--- src/rtl/led_fade_sequencer.sv ---
// led_fade_sequencer: turns button presses into RGB preset targets and fades
// the live colour one LSB per step, stepping only on PWM period boundaries.
module led_fade_sequencer #(
  parameter int unsigned STEP_PERIODS = 4
) (
  input  logic        clk,
  input  logic        rst,
  input  logic [7:0]  btn,
  output logic [23:0] color,
  output logic [7:0]  pwm_cnt,
  output logic        period_end,
  output logic        busy
);

  typedef enum logic {
    IDLE,
    FADE
  } state_t;

  localparam logic [7:0] LAST = 8'(STEP_PERIODS - 1);

  state_t      state_q;
  logic [7:0]  cnt_q;
  logic [7:0]  btn_q;
  logic [7:0]  step_q;
  logic [23:0] color_q;
  logic [23:0] color_d;
  logic [23:0] target_q;
  logic [23:0] target_d;
  logic [23:0] preset;
  logic [7:0]  req;
  logic [7:0]  req_lo;
  logic        has_req;
  logic        do_step;

  function automatic logic [7:0] toward(
    input logic [7:0] c,
    input logic [7:0] t
  );
    logic [7:0] r;
    r = c;
    if (c < t) r = c + 8'd1;
    else if (c > t) r = c - 8'd1;
    return r;
  endfunction

  assign period_end = (cnt_q == 8'hFF);

  // Isolating the lowest set request bit gives a one-hot select.
  always_comb begin
    req     = btn & ~btn_q;
    req_lo  = req & (~req + 8'd1);
    has_req = |req;
    preset  = '0;
    unique case (1'b1)
      req_lo[0]: preset = 24'hFF0000;
      req_lo[1]: preset = 24'hFF8000;
      req_lo[2]: preset = 24'hFFFF00;
      req_lo[3]: preset = 24'h00FF00;
      req_lo[4]: preset = 24'h0000FF;
      req_lo[5]: preset = 24'h4B0082;
      req_lo[6]: preset = 24'h8F00FF;
      req_lo[7]: preset = 24'h000000;
      default:   preset = '0;
    endcase
  end

  always_comb begin
    do_step  = (state_q == FADE) && period_end && (step_q == LAST);
    color_d  = color_q;
    target_d = target_q;
    if (do_step) begin
      color_d = {toward(color_q[23:16], target_q[23:16]),
                 toward(color_q[15:8],  target_q[15:8]),
                 toward(color_q[7:0],   target_q[7:0])};
    end
    if (has_req) target_d = preset;
  end

  always_ff @(posedge clk or negedge rst) begin
    if (!rst) begin
      state_q  <= IDLE;
      cnt_q    <= '0;
      btn_q    <= '0;
      step_q   <= '0;
      color_q  <= '0;
      target_q <= '0;
    end else begin
      cnt_q    <= cnt_q + 8'd1;
      btn_q    <= btn;
      color_q  <= color_d;
      target_q <= target_d;
      unique case (state_q)
        IDLE: begin
          step_q <= '0;
          if (has_req && (preset != color_q)) state_q <= FADE;
        end
        FADE: begin
          // Stepped colour is compared with the possibly reloaded target.
          if (color_d == target_d) begin
            state_q <= IDLE;
            step_q  <= '0;
          end else if (do_step) begin
            step_q <= '0;
          end else if (period_end) begin
            step_q <= step_q + 8'd1;
          end
        end
      endcase
    end
  end

  assign color   = color_q;
  assign pwm_cnt = cnt_q;
  assign busy    = (state_q == FADE);

endmodule

--- config.mk ---
export PLATFORM = sky130hd
export DESIGN_NAME = led_fade_sequencer
export DESIGN_NICKNAME = d
export VERILOG_FILES = /design/src/rtl/led_fade_sequencer.sv
export SDC_FILE = /design/constraint.sdc
export NUM_CORES = 1
export LEC_CHECK = 0
export CORE_UTILIZATION = 30
export CTS_CLUSTER_DIAMETER = 80
export DETAILED_ROUTE_END_ITERATION = 10
export PLACE_DENSITY_LB_ADDON = 0.08
export SETUP_SLACK_MARGIN = 0.3
export SLEW_MARGIN = 20
export SYNTH_ARGS = -nofsm -noshare
export SYNTH_HDL_FRONTEND = slang
export SYNTH_SLANG_ARGS = --single-unit
--- constraint.sdc ---
create_clock -name clk -period 3.3 [get_ports clk]
set_clock_uncertainty 0.1 [all_clocks]
set_input_delay 0.495 -clock clk [delete_from_list [all_inputs] [get_ports clk]]
set_output_delay 0.495 -clock clk [all_outputs]
set_load 0.02 [all_outputs]
# After elaboration in Yosys (flattened, before gate mapping)
# Cells that the tools add are included.
word_totals:
  inputBits: 10
  ram_bits: 0
  output_inout_bits: 34
  memories: 0
  register_bits: 73
  wordCells: 51
  latch_bits: 0
  rom_bits: 0
op_classes:
  div: 0
  n_reduce_logical: 4
  bitwise: 5
  multipliers: 0
  muxes: 16
  order_cmp: 6
  n_addsub: 9
  shifts: 0
  eq_ne: 5
ops:
  columns: ["cell", "n"]
  rows:
  - ["$pmux 24 s7", 1]
  - ["$mux 8", 9]
  - ["$mux 24", 2]
  - ["$add 8x1->8 const B", 5]
  - ["$eq 24x24->1", 1]
  - ["$gt 8x8->1", 3]
  - ["$lt 8x8->1", 3]
  - ["$ne 24x24->1", 1]
  - ["$sub 8x1->8 const B", 3]
  - ["$pmux 8 s2", 1]
  - ["$and 8x8->8", 1]
  - ["$eq 8x2->1 const B", 1]
  - ["$eq 8x8->1 const B", 1]
  - ["$not 8->8", 1]
  - ["$reduce_or 8->1", 1]
  - ["$add 7x1->7 const B", 1]
  - ["$and 7x7->7", 1]
  - ["$not 7->7", 1]
  - ["$ne 4x2->1 const B", 1]
  - ["$logic_and 1x1->1", 3]
  - ["$mux 1", 2]
  - ["$pmux 1 s2", 1]
  - ["$not 1->1", 1]

# Logic depth before layout (Yosys ltp)
# Gate-level depths: netlist of the first run.
depth:
  ltp_word: 10
  mapped_depth: 13
  ltp_nobuf: 12

# Worst setup path after synthesis of the first run
# No wires, ideal clock.
synth_path:
  kind: "flip-flop to flip-flop"
  startpoint: "register color_q[17] (netlist: color[17])"
  endpoint: "register state_q (netlist: busy)"
  t_required_ps: 3057
  n_path_buf: 0
  slack_ps: -171
  arrival_time_ps: 3228
  setup_time_ps: 143
  synth_period_minus_slack_ps: 3471
  path_stages_with_launch: 12
  path_cell_list: "dfrtp_1 ha_1 nor2b_1 o211ai_1 a21oi_1 nor2_1 mux2i_1 xor3_1 o211ai_1 or4b_4 nor4_4 a211oi_1"
synth_between:
  elab_chain_len: 7
  word_cells_on_any_way: 13
  classes_between: "2 x add/sub; 2 x order compare; 2 x eq/ne; 6 x mux; 1 x reduce/logical"
synth_lines:
  columns: ["element", "line", "rtl"]
  rows:
  - ["start: declaration", "26", "logic [23:0] color_q;"]
  - ["start signal: assignment", "91", "color_q <= color_d;"]
  - ["$sub 8x1->8 or $gt 8x8->1 (tied branches)", "43", "else if (c > t) r = c - 8'd1;"]
  - ["$mux 8", "43", null]
  - ["$mux 8", "42", "if (c < t) r = c + 8'd1;"]
  - ["$mux 24", "72", "if (do_step) begin"]
  - ["$eq 24x24->1", "100", "if (color_d == target_d) begin"]
  - ["$mux 1", "100", null]
  - ["$pmux 1 s2 (*)", "93", "unique case (state_q)"]
  - ["end signal: assignment", "82", "state_q <= IDLE;"]
  - ["end signal: assignment", "96", "if (has_req && (preset != color_q)) state_q <= FADE;"]
  - ["end signal: assignment", "101", "state_q <= IDLE;"]
  - ["end: declaration", "22", "state_t state_q;"]
# Every way passes the cells marked *; elsewhere a longest branch is shown, timed or not.
# A chain may end at the register's enable or synchronous reset.

# Worst setup path in the final report of the first run
layout_path:
  startpoint: "register step_q[1]"
  endpoint: "register step_q[0]"
layout_between:
  elab_chain_len: 6
  word_cells_on_any_way: 8
  classes_between: "3 x eq/ne; 4 x mux; 1 x reduce/logical"
layout_lines:
  columns: ["element", "line", "rtl"]
  rows:
  - ["start: declaration", "25", "logic [7:0] step_q;"]
  - ["start signal: assignment", "106", "step_q <= step_q + 8'd1;"]
  - ["$eq 8x2->1 (*)", "69", "do_step = (state_q == FADE) && period_end && (step_q == LAST);"]
  - ["$logic_and 1x1->1 (*)", "69", null]
  - ["$mux 24 (*)", "72", null]
  - ["via color_d[4]", "27", "logic [23:0] color_d;"]
  - ["$eq 24x24->1 (*)", "100", null]
  - ["$mux 8", "100", null]
  - ["$pmux 8 s2", "93", null]
# The timed path passes the listed nets; every way through them passes the cells marked *.

==> results of run 1 <==
[layout make-up]
| cell class | count | area share (%) |
|---|---|---|
| clock buffer | 10 | 3.05 |
| sequential | 73 | 24.5 |
| tap | 216 | 3.61 |
| timing repair buffer | 206 | 22.8 |
| multi-input combinational | 420 | 43.7 |
| inverter | 32 | 1.60 |
| clock inverter | 6 | 0.785 |
[flip-flops by register name, indices dropped and copies added, names as in the netlist]
register / count
btn_q: 8
color: 24
busy: 1
target_q: 24
pwm_cnt: 8
step_q: 8
[power by group]
group | switching (W) | internal [W] | total, W
logic | 0.000226 | 0.000193 | 0.000419
registers | 0.0000155 | 0.000931 | 0.000947
clock network | 0.000397 | 0.000581 | 0.000978
total | 0.000638 | 0.00171 | 0.00234
[per-layer routing]
metal | track usage (%) | routed length (um) | up-vias
met5 | 0 | 0 | -
met2 | 34.2 | 7790 | 74
met3 | 4.23 | 465 | 17
met4 | 5.81 | 269 | 0
met1 | 25.4 | 7460 | 2317
li1 | - | - | 2374
[cells by family (layout without fill, tap and decap cells)]
group	Yosys count	count (layout)	share of synthesized area, %
DFF	73	73	36.7
xor gates and xnor gates	56	56	10.4
muxes	10	10	2.03
buffers and inverters	48	254	4.14
and+or+nand+nor	208	208	23.4
adders and majority gates	32	32	8.04
AOI/OAI and AO/OA	114	114	15.3
[metrics by stage]
step	std cells	utilization, %	worst slack, ns
2_1_floorplan	541	-	0.0921
3_3_place_gp	934	42.5	-0.359
3_5_place_dp	934	42.5	-0.409
4_1_cts	955	44.9	-0.186
5_1_grt	963	46.7	-0.280
6_report	963	46.7	-0.0937
[placed cells by master, fill, tap and decap left out, types with 6 or more instances in the layout]
cell / Yosys / layout
o21ai_0: 18 / 14
buf_4: 4 / 154
nand2_1: 32 / 31
o211ai_1: 11 / 11
nor4_1: 9 / 8
ha_1: 32 / 28
dfrtp_1: 73 / 64
xnor2_1: 30 / 25
nor3_1: 21 / 15
inv_1: 32 / 32
nand2b_1: 11 / 11
a21oi_1: 36 / 30
xor2_1: 24 / 22
and3_1: 12 / 12
dfrtp_2: 0 / 9
buf_6: 1 / 8
clkdlybuf4s50_1: 0 / 42
clkbuf_16: 0 / 9
nand3_1: 25 / 25
nand4_1: 20 / 20
a21oi_2: 0 / 6
nor2_1: 37 / 34
nor2b_1: 6 / 6
[worst reg2reg max path: stages, from the launching register on]
cell and delay [ns]:
dfrtp_1 0.37, ha_2 0.19, nor4b_4 0.22, buf_4 0.18
buf_6 0.09, nand4_1 0.12, buf_6 0.19, or4_4 0.55
o41ai_4 0.08, xor2_2 0.26, and2_4 0.19, o2111ai_4 0.13
nor4_4 0.35, buf_6 0.19, nor3_1 0.06
[how the worst max path moves through the flow]
| stage | from | endpoint | slack, ns | cells after the start |
|---|---|---|---|---|
| 6_report | step_q[1] | step_q[0] | -0.09 | 14 |
| 5_1_grt | step_q[1] | step_q[0] | -0.28 | 14 |
| 4_1_cts | step_q[1] | step_q[0] | -0.19 | 15 |
| 3_5_place_dp | btn[4] | step_q[0] | -0.41 | 11 |
| 3_3_place_gp | btn[4] | step_q[0] | -0.36 | 11 |
| 2_1_floorplan | color[17] | busy | 0.09 | 11 |
[repair_timing]
action,4_1_cts,5_1_grt
pin swaps,14,13
cloned,0,0
endpoints found under the setup margin,9,9
resized for setup,17,40
hold buffers,0,0
buffers inserted,5,8
==> impl_metrics.json, run 1 <==
{
  "p_leak_nw": 3.47,
  "root_buffer": "clkbuf_16",
  "required_ns": 3.42,
  "status": "finished with violations",
  "drive_above_1_share_pct": 34.0,
  "core-area_mm2": 0.0161,
  "violations": "setup timing",
  "r2r-end": "step_q[0]",
  "cts_tree": "built",
  "p_per_area_mw_per_mm2": 313,
  "gp_congestion": 0.811,
  "avgSynthCellArea_um2": 9.21,
  "io_pins": 44,
  "cp_cell_sequence": "ha_2 > nor4b_4 > buf_4 > buf_6 > nand4_1 > buf_6 > or4_4 > o41ai_4 > xor2_2 > and2_4 > o2111ai_4 > nor4_4 > buf_6 > nor3_1",
  "min_path_type": "input port to async pin",
  "max_cap_viol_count": 0,
  "start_util_pct": 31.0,
  "crit_slowest_cell": "or4_4",
  "grt_pass1_wl_mm": 25.6,
  "regArea_mm2": 0.00184,
  "max_freq_ghz": 0.295,
  "ys_warn_count": 0,
  "final_area_mm2": 0.00750,
  "drv_slew": 0,
  "synth_top_area_cell": "dfrtp_1",
  "fillers": 1537,
  "synth-edff-count": 0,
  "worstMarginPinSlew_ns": 0.972,
  "path_max_fanout": 8,
  "grt_pass1_vias": 4838,
  "routed-via-count": 4782,
  "critPathTopFamily": "simple AND/OR/NAND/NOR gates",
  "cts_buffers": 9,
  "cts.sinks": 73,
  "dieArea_mm2": 0.0171,
  "num_rows": 46,
  "finalSetupViolations": 9,
  "syn_area_mm2": 0.00498,
  "period_needed_ns": 3.39,
  "crit_arrival_ns": 3.52,
  "fp.dieW_um": 131,
  "async_reset_ff_share_pct": 100,
  "timing.final.ws_setup_ns": -0.0937,
  "synth.top_cell.area_share_pct": 36.7,
  "synth.ff_latch_count": 73,
  "cp-start-kind": "flip-flop",
  "synth.most_common_cell": "dfrtp_1",
  "synthTopCellsByCount": "73 x dfrtp_1, 37 x nor2_1, 36 x a21oi_1",
  "reg2reg_from": "step_q[1]",
  "post-route-period-util_pct": 103,
  "crit_buf_inv": 4,
  "layout.nets": 784,
  "drt_wl_total_mm": 16.0,
  "port_buffers": 43,
  "clk-insertion-delay-late_ns": 0.35,
  "die_h_um": 131,
  "p_total_w": 0.00234,
  "first_pass_iters": 5,
  "cp-end-kind": "flip-flop",
  "cp_common_cell": "buf_6",
  "yosysSeqAreaShare_pct": 36.7,
  "antenna_cells": 0,
  "antenna_found_initial": 0,
  "hold_viol": 0,
  "grt_max_degree": 74,
  "ys_top_cells_by_area": "dfrtp_1 37%, ha_1 8.0%, xnor2_1 5.3%, xor2_1 4.2%, a21oi_1 3.6%",
  "drc": 0,
  "rsz0062_at_grt": "yes",
  "relSlewSlack_pct": 35.2,
  "r2r_cells": 14,
  "whs_ns": 0.207,
  "cts_max_level": 3,
  "cpPeakStageDelay_ns": 0.54,
  "grt.overflow.total": 0,
  "peakVddDrop_mv": 0.238,
  "area_growth_syn_to_layout_pct": 50.5,
  "syn_nets": 583,
  "ant_nets": 0,
  "clockBufferDepth": 2,
  "hpwlAfterDp_mm": 12.4,
  "r2r_slack_ns": -0.09,
  "syn_inst": 541,
  "placed_area_mm2": 0.00682,
  "tns_ns": -0.742,
  "yosysUniqueCellTypes": 68,
  "drt_iter0_drc": 167,
  "grt_usage_pct": 20.0,
  "path_class": "flip-flop to flip-flop",
  "clkTransAtPathRegs_ns": 0.06,
  "wl_per_cell_um": 16.6,
  "ys.flop_type": "dfrtp_1",
  "multiInputGateArea_mm2": 0.00327,
  "via_per_inst": 4.97
}
Power figures use the tool's default switching activity.
==> run 2, diff against run 1 <==
CTS_BUF_LIST = sky130_fd_sc_hd__clkbuf_4 sky130_fd_sc_hd__clkbuf_8 sky130_fd_sc_hd__clkbuf_16   (was default)
TNS_END_PERCENT = 50   (was default)
==> impl_metrics.json, run 2 (synthesized netlist as in run 1, its figures left out) <==
{
  "status": "finished with violations",
  "violations": "setup timing",
  "path_max_fanout": 9,
  "cp-end-kind": "flip-flop",
  "die_h_um": 131,
  "port_buffers": 43,
  "cts_tree": "built",
  "regArea_mm2": 0.00184,
  "final_area_mm2": 0.00718,
  "hpwlAfterDp_mm": 12.4,
  "clk-insertion-delay-late_ns": 0.34,
  "drv_slew": 0,
  "dp_slack_ns": -0.364,
  "grt_max_degree": 74,
  "final_cell_mix": "147 x buf_4, 64 x dfrtp_1, 42 x clkdlybuf4s50_1",
  "final_common_cell": "buf_4",
  "area_growth_syn_to_layout_pct": 44.2,
  "grt_pass1_vias": 4747,
  "core-area_mm2": 0.0161,
  "clkTransAtPathRegs_ns": 0.06,
  "r2r_cells": 14,
  "drive_above_1_share_pct": 29.3,
  "fillers": 1574,
  "num_rows": 46,
  "antenna_cells": 0,
  "period_needed_ns": 3.34,
  "placed_area_mm2": 0.00678,
  "peakVddDrop_mv": 0.244,
  "antenna_found_initial": 0,
  "whs_ns": 0.422,
  "cts_buffers": 9,
  "root_buffer": "clkbuf_16",
  "dieArea_mm2": 0.0171,
  "drc": 0,
  "clockBufferDepth": 2,
  "min_path_cells": 1,
  "cts_max_level": 3,
  "relSlewSlack_pct": 67.1,
  "post-route-period-util_pct": 101,
  "drt_iter0_drc": 211,
  "ant_nets": 0,
  "r2r-end": "busy",
  "r2r_slack_ns": -0.04,
  "drt_wl_total_mm": 15.8,
  "path_class": "flip-flop to flip-flop",
  "multiInputGateArea_mm2": 0.00306,
  "max_cap_viol_count": 0,
  "io_pins": 44,
  "tns_ns": -0.190,
  "wl_per_cell_um": 16.6,
  "cp-start-kind": "flip-flop",
  "routed-via-count": 4668,
  "hold_start": "pwm_cnt[0]",
  "rsz0062_at_grt": "yes",
  "hold_viol": 0,
  "grt_usage_pct": 19.9,
  "finalSetupViolations": 9,
  "required_ns": 3.41,
  "fp.dieW_um": 131,
  "cts.sinks": 73,
  "p_leak_nw": 3.33,
  "crit_arrival_ns": 3.46,
  "p_per_area_mw_per_mm2": 325,
  "first_pass_iters": 4,
  "reg2reg_from": "step_q[0]",
  "hold_end": "pwm_cnt[1]",
  "gp_congestion": 0.813,
  "timing.final.ws_setup_ns": -0.0435,
  "min_path_type": "flip-flop to flip-flop",
  "via_per_inst": 4.91,
  "max_freq_ghz": 0.299,
  "grt.overflow.total": 0,
  "layout.nets": 772,
  "start_util_pct": 31.0,
  "worstMarginPinSlew_ns": 0.488,
  "grt_pass1_wl_mm": 25.2
}
## run 2: changes by cell type in the layout (fill, tap and decap cells not counted), sizes merged
cell         before  now
buf             164  151
clkinv            5    3
clkbuf           10   11
clkinvlp          0    1
dlygate4sd3       0    1
## run 2: power by group
group	switching (W)	total (W)	internal (W)
Sequential	0.0000164	0.000947	0.000931
Combinational	0.000212	0.000399	0.000187
Clock	0.000390	0.000991	0.000601
Total	0.000619	0.00234	0.00172
## run 2: what timing repair did
action,CTS,global route
gates resized for setup,14,1
endpoints found under the hold margin,0,18
hold buffers,0,1
buffers inserted,3,0
pin swaps,5,0
setup endpoints to repair,9,9
## run 2: layer usage
layer,vias up,part of all wire (%),GRT usage [%]
met2,91,50,34.9
met5,-,0,0
met3,14,4.0,3.66
met1,2224,45,25.0
li1,2339,-,-
met4,0,1.1,5.00
## run 2: area by class of cell
type	instances	share of cell area [%]
inverters	32	1.67
multi-input cells	420	42.6
clock inverters	5	0.784
repair buffers	194	22.2
well taps	216	3.76
clock buffers	11	3.34
flip-flops and latches	73	25.6
## run 2: stage by stage
step / total power [W] / std cells / utilization [%]
floorplan: 0.00117 / 541 / -
global placement: 0.00135 / 930 / 42.2
detailed placement: 0.00136 / 930 / 42.2
CTS: 0.00237 / 949 / 44.5
global route: 0.00246 / 951 / 44.7
finish: 0.00234 / 951 / 44.7
## run 2: worst max-delay path by stage
| stage | cells past startpoint | to | startpoint | slack [ns] |
|---|---|---|---|---|
| floorplan | 11 | busy | color[17] | 0.09 |
| global route | 16 | busy | step_q[0] | -0.29 |
| CTS | 14 | busy | step_q[0] | -0.02 |
| finish | 14 | busy | step_q[0] | -0.04 |
| detailed placement | 11 | busy | btn[4] | -0.36 |
| global placement | 11 | busy | btn[4] | -0.32 |
## run 2: worst max-delay path, cell delays in order, from the launching register on
cell,delay (ns)
dfrtp_1,0.35
ha_2,0.19
nor4b_4,0.21
buf_4,0.17
nand3_2,0.09
buf_6,0.13
or3_4,0.40
nor4_4,0.18
nand2b_1,0.10
o21ai_2,0.18
o22ai_1,0.09
or4b_4,0.50
nor4_4,0.24
buf_6,0.18
a211oi_1,0.08
==> run 3, diff against run 2 <==
ABC_CLOCK_PERIOD_IN_PS = 3300   (was default)
GPL_TIMING_DRIVEN = 0   (was default)
==> impl_metrics.json, run 3 (synthesized netlist as in run 1, its figures left out) <==
{
  "status": "finished with violations",
  "violations": "setup timing",
  "clk-insertion-delay-late_ns": 0.34,
  "hpwlAfterDp_mm": 11.4,
  "max_freq_ghz": 0.290,
  "grt_max_degree": 45,
  "post-route-period-util_pct": 104,
  "cts_buffers": 9,
  "pwr-share-comb_pct": 16.6,
  "reg2reg_from": "step_q[4]",
  "cp-end-kind": "flip-flop",
  "cts_tree": "built",
  "final_cell_mix": "58 x dfrtp_1, 40 x clkdlybuf4s50_1, 37 x buf_4",
  "peakVddDrop_mv": 0.277,
  "utilization_pct": 41.5,
  "area_growth_syn_to_layout_pct": 33.8,
  "r2r_slack_ns": -0.14,
  "power_frac_seq_pct": 41.2,
  "required_ns": 3.42,
  "ctsHoldBuffers": 0,
  "p_leak_nw": 2.90,
  "gp_congestion": 0.830,
  "rsz0062_at_grt": "yes",
  "p_total_w": 0.00230,
  "grt_pass1_wl_mm": 24.1,
  "num_rows": 46,
  "via_per_inst": 5.21,
  "grt_pass1_vias": 4419,
  "fp.dieW_um": 131,
  "worstMarginPinSlew_ns": 0.508,
  "cp-start-kind": "flip-flop",
  "final_common_cell": "dfrtp_1",
  "hold_viol": 0,
  "tns_ns": -1.21,
  "place_inst": 801,
  "finalNonFillerCells": 851,
  "finalSetupViolations": 9,
  "ant_nets": 0,
  "min_path_type": "input port to async pin",
  "clkTransAtPathRegs_ns": 0.06,
  "antenna_found_initial": 1,
  "crit_arrival_ns": 3.56,
  "path_max_fanout": 5,
  "p_clk_share_pct": 42.2,
  "r2r-end": "step_q[3]",
  "drc": 0,
  "dieArea_mm2": 0.0171,
  "start_util_pct": 31.0,
  "layout.nets": 671,
  "io_pins": 44,
  "cts_max_level": 3,
  "die_h_um": 131,
  "first_pass_iters": 4,
  "core-area_mm2": 0.0161,
  "drt_wl_total_mm": 15.3,
  "clockBufferDepth": 2,
  "cts.sinks": 73,
  "path_class": "flip-flop to flip-flop",
  "internal_power_w": 0.00167,
  "relSlewSlack_pct": 66.1,
  "switchingPower_w": 0.000625,
  "timing.final.ws_setup_ns": -0.143,
  "period_needed_ns": 3.44,
  "max_cap_viol_count": 0,
  "drv_slew": 0,
  "grt.overflow.total": 0,
  "routed-via-count": 4436,
  "root_buffer": "clkbuf_16",
  "p_sw_share_pct": 27.2,
  "r2r_cells": 10,
  "grt_usage_pct": 19.1,
  "drt_iter0_drc": 175,
  "p_per_area_mw_per_mm2": 345,
  "drive_above_1_share_pct": 24.4,
  "port_buffers": 43,
  "wl_per_cell_um": 17.9
}
==> run 3: cell count changes in the layout (fill, tap and decap cells not counted), moves of 4 or more <==
cell / change
a21oi_2: +6
clkbuf_1: +5
clkbuf_8: +4
dfrtp_2: +6
a21oi_1: -7
nor3_2: +4
nor3_1: -5
dfrtp_1: -6
nor2_1: -6
buf_4: -110
nor2_2: +5
==> run 3: layer usage <==
layer,share of wire (%),global-route usage [%]
met2,49,32.1
met1,46,24.2
met3,4.4,4.60
met4,1.4,5.48
met5,0,0
==> run 3: per-stage QoR <==
stage	setup slack, ns	cell area [um2]	hold slack, ns
floorplan	0.0903	5070	0.0994
global placement	-1.59	5770	0.388
detailed placement	-1.11	5800	0.382
CTS	-0.149	6490	0.0147
global route	-0.268	6660	0.0241
finish	-0.143	6670	0.00572
==> run 3: final cells by class <==
| type | instances | area [um2] |
|---|---|---|
| clock buffer | 14 | 282 |
| clock inverter | 2 | 12.5 |
| fill | 1584 | 9390 |
| sequential | 73 | 1850 |
| antenna | 1 | 2.50 |
| timing repair buffer | 77 | 708 |
| buffer | 16 | 128 |
| multi-input combinational | 420 | 3290 |
| tap | 216 | 270 |
| inverter | 32 | 123 |
==> run 3: worst max path at each step <==
stage / cells past startpoint / end / start
floorplan: 11 / busy / color[17]
global placement: 1 / busy / rst
detailed placement: 10 / busy / btn[4]
CTS: 13 / step_q[3] / target_q[1]
global route: 12 / step_q[3] / color[15]
finish: 10 / step_q[3] / step_q[4]
==> run 3: worst max-delay path: stages (launching register included) <==
cell and delay [ns]:
dfrtp_1 0.45, or4b_4 0.59, or3_4 0.48, nor4_4 0.20
nand2b_1 0.10, o21ai_2 0.17, o22ai_1 0.09, or4b_4 0.55
nor4_4 0.33, buf_4 0.21, nor3_2 0.04
==> run 3: timing repair <==
action	4_1_cts	5_1_grt
setup buffers	25	7
pin swaps	13	20
gates resized for setup	53	33
cloned	1	0
setup endpoints to repair	9	9
==> run 3: power groups by stage <==
stage | clock [W] | sequential [W] | combinational [W]
floorplan | 0 | 0.000958 | 0.000216
global placement | 0 | 0.000962 | 0.000319
detailed placement | 0 | 0.000963 | 0.000327
CTS | 0.00101 | 0.000947 | 0.000372
global route | 0.00104 | 0.000951 | 0.000418
finish | 0.000970 | 0.000948 | 0.000382
